File: src/rtl/mem_access_ctrl.sv
// Memory-stage load/store access controller.
// Turns MEM-stage load/store requests into single-word bus transactions, stalls the
// pipeline while one is in flight, formats load results and aborts on a bus timeout.
// Optional build macro: MISALIGN_TRAP_EN traps misaligned half/word accesses instead of
// issuing them at the naturally aligned address.
module mem_access_ctrl #(
  parameter int unsigned MAX_WAIT = 16
) (
  input  logic        clk,
  input  logic        rst,
  input  logic        mem_re,
  input  logic        mem_we,
  input  logic [2:0]  mem_funct3,
  input  logic [31:0] mem_addr,
  input  logic [31:0] mem_wdata,
  output logic        dm_req,
  output logic        dm_we,
  output logic [31:0] dm_addr,
  output logic [3:0]  dm_wstrb,
  output logic [31:0] dm_wdata,
  input  logic        dm_gnt,
  input  logic        dm_rvalid,
  input  logic [31:0] dm_rdata,
  output logic        stallreq_mem,
  output logic [31:0] load_data,
  output logic        load_valid,
  output logic        bus_err,
  output logic        misalign_exc
);

  typedef enum logic [1:0] {StIdle, StReq, StWait, StDone} state_e;

  // Counter value seen in the last REQ/WAIT cycle allowed before abort.
  localparam logic [7:0] LastCnt = 8'(MAX_WAIT - 1);

  state_e      state_q;
  logic [7:0]  cnt_q;
  logic        we_q;
  logic [2:0]  f3_q;
  logic [1:0]  off_q;
  logic [31:0] addr_q;
  logic [31:0] wdata_q;
  logic [3:0]  wstrb_q;
  logic [31:0] load_data_q;
  logic        load_valid_q;
  logic        bus_err_q;
  logic        misalign_q;

  logic        req_any;
  logic        misalign_c;
  logic [3:0]  wstrb_c;
  logic [31:0] wdata_c;

  // Extract and extend the addressed lane; funct3[1:0] of 10/11 always means word.
  function automatic logic [31:0] fmt_load(input logic [31:0] w, input logic [2:0] f3,
                                           input logic [1:0] off);
    logic [7:0]  b;
    logic [15:0] h;
    logic [31:0] r;
    case (off)
      2'd0:    b = w[7:0];
      2'd1:    b = w[15:8];
      2'd2:    b = w[23:16];
      default: b = w[31:24];
    endcase
    h = off[1] ? w[31:16] : w[15:0];
    case (f3[1:0])
      2'b00:   r = f3[2] ? {24'd0, b} : {{24{b[7]}}, b};
      2'b01:   r = f3[2] ? {16'd0, h} : {{16{h[15]}}, h};
      default: r = w;
    endcase
    return r;
  endfunction

  // Request decode, misalignment detection and store lane replication.
  // Without the trap, half/word lanes ignore the low address bits, which forces
  // natural alignment.
  always_comb begin
    req_any = mem_re | mem_we;
`ifdef MISALIGN_TRAP_EN
    misalign_c = req_any && (((mem_funct3[1:0] == 2'b01) && mem_addr[0]) ||
                             (mem_funct3[1] && (mem_addr[1:0] != 2'b00)));
`else
    misalign_c = 1'b0;
`endif
    case (mem_funct3[1:0])
      2'b00: begin
        wstrb_c = 4'b0001 << mem_addr[1:0];
        wdata_c = {4{mem_wdata[7:0]}};
      end
      2'b01: begin
        wstrb_c = mem_addr[1] ? 4'b1100 : 4'b0011;
        wdata_c = {2{mem_wdata[15:0]}};
      end
      default: begin
        wstrb_c = 4'b1111;
        wdata_c = mem_wdata;
      end
    endcase
    // Loads never enable write lanes; a simultaneous re/we is a store.
    if (!mem_we) wstrb_c = 4'b0000;
  end

  // Transaction FSM with registered bus fields, result and status pulses.
  always_ff @(posedge clk) begin
    if (rst) begin
      state_q      <= StIdle;
      cnt_q        <= 8'd0;
      we_q         <= 1'b0;
      f3_q         <= 3'd0;
      off_q        <= 2'd0;
      addr_q       <= 32'd0;
      wdata_q      <= 32'd0;
      wstrb_q      <= 4'd0;
      load_data_q  <= 32'd0;
      load_valid_q <= 1'b0;
      bus_err_q    <= 1'b0;
      misalign_q   <= 1'b0;
    end else begin
      load_valid_q <= 1'b0;
      bus_err_q    <= 1'b0;
      misalign_q   <= 1'b0;
      unique case (state_q)
        StIdle: begin
          if (req_any) begin
            if (misalign_c) begin
              state_q     <= StDone;
              misalign_q  <= 1'b1;
              load_data_q <= 32'd0;
            end else begin
              state_q <= StReq;
              cnt_q   <= 8'd0;
              we_q    <= mem_we;
              f3_q    <= mem_funct3;
              off_q   <= mem_addr[1:0];
              addr_q  <= {mem_addr[31:2], 2'b00};
              wdata_q <= wdata_c;
              wstrb_q <= wstrb_c;
            end
          end
        end
        StReq: begin
          if (dm_gnt && we_q) begin
            state_q <= StDone;
          end else if (dm_gnt && dm_rvalid) begin
            state_q      <= StDone;
            load_data_q  <= fmt_load(dm_rdata, f3_q, off_q);
            load_valid_q <= 1'b1;
          end else if (cnt_q == LastCnt) begin
            state_q     <= StDone;
            bus_err_q   <= 1'b1;
            load_data_q <= 32'd0;
          end else begin
            cnt_q <= cnt_q + 8'd1;
            if (dm_gnt) state_q <= StWait;
          end
        end
        StWait: begin
          if (dm_rvalid) begin
            state_q      <= StDone;
            load_data_q  <= fmt_load(dm_rdata, f3_q, off_q);
            load_valid_q <= 1'b1;
          end else if (cnt_q == LastCnt) begin
            state_q     <= StDone;
            bus_err_q   <= 1'b1;
            load_data_q <= 32'd0;
          end else begin
            cnt_q <= cnt_q + 8'd1;
          end
        end
        StDone: state_q <= StIdle;
        default: state_q <= StIdle;
      endcase
    end
  end

  // Stall from the requesting IDLE cycle until DONE; never while a trap is taken.
  always_comb begin
    stallreq_mem = !rst && (((state_q == StIdle) && req_any && !misalign_c) ||
                            (state_q == StReq) || (state_q == StWait));
  end

  assign dm_req       = (state_q == StReq);
  assign dm_we        = we_q;
  assign dm_addr      = addr_q;
  assign dm_wstrb     = wstrb_q;
  assign dm_wdata     = wdata_q;
  assign load_data    = load_data_q;
  assign load_valid   = load_valid_q;
  assign bus_err      = bus_err_q;
  assign misalign_exc = misalign_q;

endmodule

File: config.mk
export PLATFORM = sky130hd
export DESIGN_NAME = mem_access_ctrl
export DESIGN_NICKNAME = d
export VERILOG_FILES = /design/src/rtl/mem_access_ctrl.sv
export SDC_FILE = /design/constraint.sdc
export NUM_CORES = 1
export LEC_CHECK = 0
export CORE_MARGIN = 5
export CORE_UTILIZATION = 45
export CTS_CLUSTER_DIAMETER = 120
export DETAILED_ROUTE_END_ITERATION = 10
export PLACE_DENSITY = 0.83
export SETUP_SLACK_MARGIN = 0.1
export SLEW_MARGIN = 20
export SYNTH_ARGS = -nofsm -noshare
export SYNTH_HDL_FRONTEND = slang
export SYNTH_SLANG_ARGS = --single-unit
File: constraint.sdc
create_clock -name clk -period 4.47 [get_ports clk]
set_input_delay 0.6705 -clock clk [delete_from_list [all_inputs] [get_ports clk]]
set_output_delay 0.6705 -clock clk [all_outputs]
set_load 0.005 [all_outputs]
==> results by group, run 1 <==
Clocking
  • Sink Count: 116
  • H-Tree Depth: 4
  • Number of buffers created by CTS: 17
  • Root buffer cell: clkbuf_16
  • Post-CTS Setup Bufs: 0
  • Post-CTS sizing: 0
  • Maximum root-to-sink buffer count: 2
  • Clock transition at the registers of the reported paths: 60 ps
  • Post-cts hold buffer count: 0
  • CTS tree: built
  • Worst-skew pair later-pin latency: 410 ps

Synth
  • Syn Inst Count: 661
  • Ys flop type: dfxtp_1
  • Yosys reg bits: 116
  • Mapped Area: 5270 um^2
  • Mapped Avg Cell Area: 7.97 um^2
  • Number of synthesized flops with an enable pin: 0
  • Synth warn: 0
  • Cell variety after synth: 53
  • Fraction of registers with async set/reset: 0%
  • Register area share after synthesis: 44.1%

Pwr
  • Static Leakage: 3.00 nW
  • Pwr per Cell Area: 580 nW/um^2
  • Total power: 4.64 mW
  • Max IR drop VDD: 0.000442 V

Route
  • First-pass DRT Iterations: 5
  • Via/cell ratio: 5.61
  • Antenna viol nets, final: 0
  • Vias: 5,598
  • DRC: 0
  • WL/cell: 17.4 um
  • Routed wire length: 17.3 mm
  • First-iteration detailed-routing DRC count: 485

Floorplan
  • Die area: 14,000 um^2
  • Initial cell density of the core: 45.9%
  • Core ar.: 11,500 um^2
  • Row count: 39
  • Die Width: 118 um
  • I/O Pins: 211
  • Die H: 118 um

GRT
  • Largest net degree at the start of global routing: 105
  • All-Layer GR Usage: 23.8%
  • Gr ovfl total: 0
  • Initial antenna violation count: 0
  • First-pass GRT wire length: 27.9 mm
  • Number of global-route vias before repair: 5,504

Timing
  • Peak Freq: 352 MHz
  • Tmin final: 2840 ps
  • Setup TNS: 0 ps
  • Fin crit share: 63.6%
  • Slew Limit Fails: 0
  • Worst-Margin Slew: 1100 ps
  • Final Hold Viols: 0
  • Slew headroom: 26.7%
  • Hold_ws: 454 ps
  • RSZ-0062 raised after global routing: no
  • Clk_skew: 9.48 ps
  • Final setup viols: 0

Place
  • Port buffer count: 207
  • GP Congestion: 0.871
  • Dpl cells: 965
  • DP Area: 7360 um^2
  • Dpl hpwl: 12.3 mm

Setup path
  • Slowest CP cell: or4_1
  • Most frequent cell on the critical path: inv_1
  • R2r worst-path depth: 6
  • Largest stage delay, worst path: 920 ps
  • CP startpoint kind: flip-flop
  • WS Path Type: flip-flop to flip-flop
  • Crit-path leading delay family: simple AND/OR/NAND/NOR gates
  • CP Max Fanout: 23
  • CP Capture Type: flip-flop
  • Critical Path RT: 4770 ps
  • Buf/Inv on CP: 2
  • Critical-path cell list: inv_1 > ha_1 > inv_1 > or4_1 > and3_4 > a221o_1
  • Worst path depth: 6
  • Worst EP arrival: 3140 ps

Run
  • Maxcap violations: 0

Outcome
  • Run status: completed

Layout
  • Layout cells sized above 1: 5.50%
  • Layout area overhead: 52.1%
  • Final-stage net count: 951
  • Final Cell Area: 8010 um^2
  • Fin cells: 997
  • # diodes: 0

Min path
  • Worst hold stages: 2
  • Min-delay worst type: flip-flop to flip-flop
synth_stat cells, drive strengths merged (10+ instances only):
cell | count | area (um^2)
dfxtp | 116 | 2320
o21ai | 26 | 130
a21oi | 75 | 375
a211oi | 13 | 97.6
nand2b | 10 | 62.6
a221oi | 21 | 184
inv | 10 | 37.5
buf | 12 | 65.1
mux2i | 16 | 160
nand2 | 174 | 653
nor2 | 33 | 124
clkbuf | 42 | 159
layout by cell type, fill, tap and decap left out, types with 7 or more instances in the layout:
cell type	n
nor3_1	8
clkbuf_16	17
nand2b_1	10
a221oi_1	21
or4_1	8
inv_1	10
a21oi_1	75
nand2_1	174
o21ai_0	25
a311oi_1	8
nor2_1	33
a211oi_1	13
dfxtp_1	116
mux2i_1	16
clkdlybuf4s50_1	206
buf_4	7
final timing paths:
check / start / to / slack (ps)
worst max register to register: state_q[0] / load_data[12] / 1630
worst min-delay path: dm_addr[14] / dm_addr[14] / 450
worst max-delay path: state_q[0] / load_data[12] / 1630
worst min register to register: dm_addr[14] / dm_addr[14] / 450
worst min-delay path, delay by kind of cell, from the launching register on:
family          cells  cell delay, ps
simple gates        1              50
compound gates      1              50
flops               1             310
state kept, by name, summed over array words and instances (netlist names):
register and cells:
dm_wdata 32, load_data 32, dm_addr 30, cnt_q 8, dm_wstrb 4, f3_q 3
off_q 2, state_q 2, bus_err 1, dm_we 1, load_valid 1
area by class of cell:
class | count | area, um^2
timing repair buffer | 213 | 2110
inverter | 11 | 41.3
tap | 143 | 179
clock buffer | 23 | 468
clock inverter | 9 | 175
fill | 846 | 3460
sequential | 116 | 2320
multi-input combinational | 482 | 2710
cells by family (layout without fill, tap and decap cells):
kind of cell / count (synthesis) / count (layout) / synth area share, %
AO/OA/AOI/OAI: 186 / 186 / 23.1
adder cells (fa/ha/maj): 5 / 5 / 1.19
buffers and inverters: 65 / 256 / 5.04
flip-flops: 116 / 116 / 44.1
multiplexers: 22 / 22 / 4.54
other: 1 / 3 / 0.0712
AND/OR/NAND/NOR: 266 / 266 / 22.0
power by group:
group | total (mW) | internal (mW) | switching (mW)
Clock | 1.48 | 1.02 | 0.467
Sequential | 1.47 | 1.30 | 0.174
Combinational | 1.69 | 0.828 | 0.857
metrics by stage:
step	setup slack (ps)	util (%)
finish	1630	69.9
global route	1520	69.9
CTS	1650	69.8
detailed placement	1320	64.2
global placement	1390	64.2
floorplan	2200	-
metal layers:
metal | wire length [um] | up-vias | track usage, %
met5 | 0 | - | 0
met4 | 446 | 0 | 9.10
met3 | 1790 | 42 | 10.4
met2 | 8500 | 271 | 39.9
met1 | 6570 | 2593 | 26.8
li1 | - | 2692 | -
Power figures use the tool's default switching activity.
==> run 2, diff against run 1 <==
--- a/config.mk
+++ b/config.mk
@@ -6,10 +6,10 @@
 export NUM_CORES = 1
 export LEC_CHECK = 0
 export CORE_MARGIN = 5
-export CORE_UTILIZATION = 45
+export CORE_UTILIZATION = 39
 export CTS_CLUSTER_DIAMETER = 120
 export DETAILED_ROUTE_END_ITERATION = 10
-export PLACE_DENSITY = 0.83
+export PLACE_DENSITY = 0.76
 export SETUP_SLACK_MARGIN = 0.1
 export SLEW_MARGIN = 20
 export SYNTH_ARGS = -nofsm -noshare
==> constraint.sdc (replaced) <==
create_clock -name clk -period 2.6 [get_ports clk]
set_input_delay 0.39 -clock clk [delete_from_list [all_inputs] [get_ports clk]]
set_output_delay 0.39 -clock clk [all_outputs]
set_load 0.005 [all_outputs]
==> run 2 against run 1 <==
Hold slack lost 53 ps. Setup slack got worse by 1400 ps. Critical path depth unchanged. Wire length decreased by 3.1%. Largest cell class unchanged. Largest power group unchanged.
==> results by group, run 2 (same netlist as run 1, synthesis figures left out) <==
Place
  • Port buffer count: 207
  • DP Area: 7530 um^2
  • Setup WS pre-CTS: 140 ps
  • Dpl hpwl: 12.0 mm
  • GP Congestion: 0.822

Floorplan
  • Die Width: 126 um
  • Die area: 15,900 um^2
  • Core ar.: 13,200 um^2
  • Row count: 42
  • Initial cell density of the core: 39.8%
  • Die H: 126 um
  • I/O Pins: 211

Pwr
  • Sw Ratio: 32.0%
  • Max IR drop VDD: 0.000604 V
  • Pwr per Cell Area: 982 nW/um^2
  • Comb power frac: 37.1%
  • Int Pwr: 5.46 mW
  • Clock power share: 31.5%
  • Net switching power: 2.57 mW
  • Sequential share of power: 31.4%
  • Static Leakage: 3.10 nW

Setup path
  • Critical Path RT: 2940 ps
  • CP Max Fanout: 17
  • WS Path Type: flip-flop to flip-flop
  • CP Capture Point: cnt_q[5]
  • R2r worst-path depth: 6
  • CP Capture Type: flip-flop
  • RR Startpoint: state_q[0]
  • Terminus of the critical flop-to-flop path: cnt_q[5]
  • Worst setup path start: state_q[0]
  • CP startpoint kind: flip-flop
  • Worst EP arrival: 2670 ps
  • Reg2reg setup slack: 270 ps

GRT
  • All-Layer GR Usage: 20.6%
  • Gr ovfl total: 0
  • First-pass GRT wire length: 26.5 mm
  • Largest net degree at the start of global routing: 84
  • Initial antenna violation count: 0
  • Number of global-route vias before repair: 5,094

Clocking
  • Post-CTS Setup Bufs: 0
  • Worst-skew pair later-pin latency: 410 ps
  • Sink Count: 116
  • CTS tree: built
  • Clock transition at the registers of the reported paths: 60 ps
  • Number of buffers created by CTS: 17
  • Maximum root-to-sink buffer count: 2
  • H-Tree Depth: 4
  • Root buffer cell: clkbuf_16

Layout
  • Layout cells sized above 1: 7.36%
  • Filler instances: 1,192
  • Most frequent cells in the layout: clkdlybuf4s50_1, nand2_1, dfxtp_1
  • Final Cell Area: 8180 um^2
  • Final-stage net count: 966
  • Layout area overhead: 55.3%
  • Commonest non-fill, non-tap cell in the layout: clkdlybuf4s50_1
  • # diodes: 0

Route
  • Via/cell ratio: 5.22
  • Antenna viol nets, final: 0
  • DRC: 0
  • Vias: 5,452
  • First-pass DRT Iterations: 5
  • Routed wire length: 16.8 mm
  • WL/cell: 16.1 um
  • First-iteration detailed-routing DRC count: 401

Timing
  • Setup TNS: 0 ps
  • RSZ-0062 raised after global routing: no
  • Worst-Margin Slew: 603 ps
  • Slew headroom: 59.8%
  • Clk_skew: 6.34 ps
  • Slew Limit Fails: 0
  • Worst Slack Setup Final: 267 ps
  • Peak Freq: 429 MHz
  • Final setup viols: 0
  • Fin crit share: 89.7%
  • Tmin final: 2330 ps
  • Final Hold Viols: 0

Min path
  • Min-delay worst type: primary input to flip-flop

Outcome
  • Run status: completed

Run
  • Maxcap violations: 0
run 2: cell types whose count changed in the layout (fill, tap and decap cells not counted), sizes merged:
cell           before  now
clkinvlp            2    1
bufinv              5    4
clkdlybuf4s50     206  205
buf                 7   22
clkinv              3    5
dlymetal6s2s        0    1
run 2: critical path, cell delays in order, from the launching register on:
cell,delay [ps]
dfxtp_1,400
inv_1,100
ha_1,280
a21o_1,170
a2111o_1,600
or4_1,560
a21oi_1,160
run 2: layout make-up:
class	instances	area (um^2)	area share, %
multi-input cells	482	2710	33.1
flip-flops and latches	116	2320	28.4
repair buffers	228	2240	27.4
clock buffers	23	498	6.09
well taps	176	220	2.69
clock inverters	9	148	1.81
inverters	11	41.3	0.505
run 2: worst min path at each step:
stage | cells after the start | slack [ps] | start | to
2_1_floorplan | 2 | 450 | cnt_q[7] | cnt_q[7]
3_3_place_gp | 2 | 440 | dm_addr[16] | dm_addr[16]
3_5_place_dp | 2 | 440 | dm_wstrb[3] | dm_wstrb[3]
4_1_cts | 3 | 390 | rst | dm_wstrb[2]
5_1_grt | 3 | 410 | rst | dm_wstrb[2]
6_report | 3 | 400 | rst | dm_wstrb[2]
run 2: power groups by stage:
stage	sequential [mW]	combinational [mW]	clock, mW
floorplan	2.54	1.47	0
global placement	2.54	2.97	0
detailed placement	2.55	2.99	0
CTS	2.52	3.01	2.56
global route	2.59	3.27	2.66
finish	2.52	2.98	2.53
run 2: what timing repair did:
action | in CTS | in global routing
gates resized for setup | 0 | 1
setup endpoints to repair | 0 | 1
endpoints found under the hold margin | 0 | 0
hold buffers | 0 | 0
run 2: per-layer routing:
metal  GRT usage (%)  part of all wire [%]
met5               0                     0
met4            7.19                   2.2
met3            9.78                    11
met2            32.4                    46
met1            24.8                    41
run 2: metrics by stage:
step           utilization [%]  hold WS [ps]  instances  total power [mW]
6_report                  61.7           401       1045              8.03
5_1_grt                   61.7           406       1045              8.52
4_1_cts                   61.7           389       1045              8.09
3_5_place_dp              56.9           443       1013              5.54
3_3_place_gp              56.9           441       1013              5.51
2_1_floorplan                -           447        663              4.01
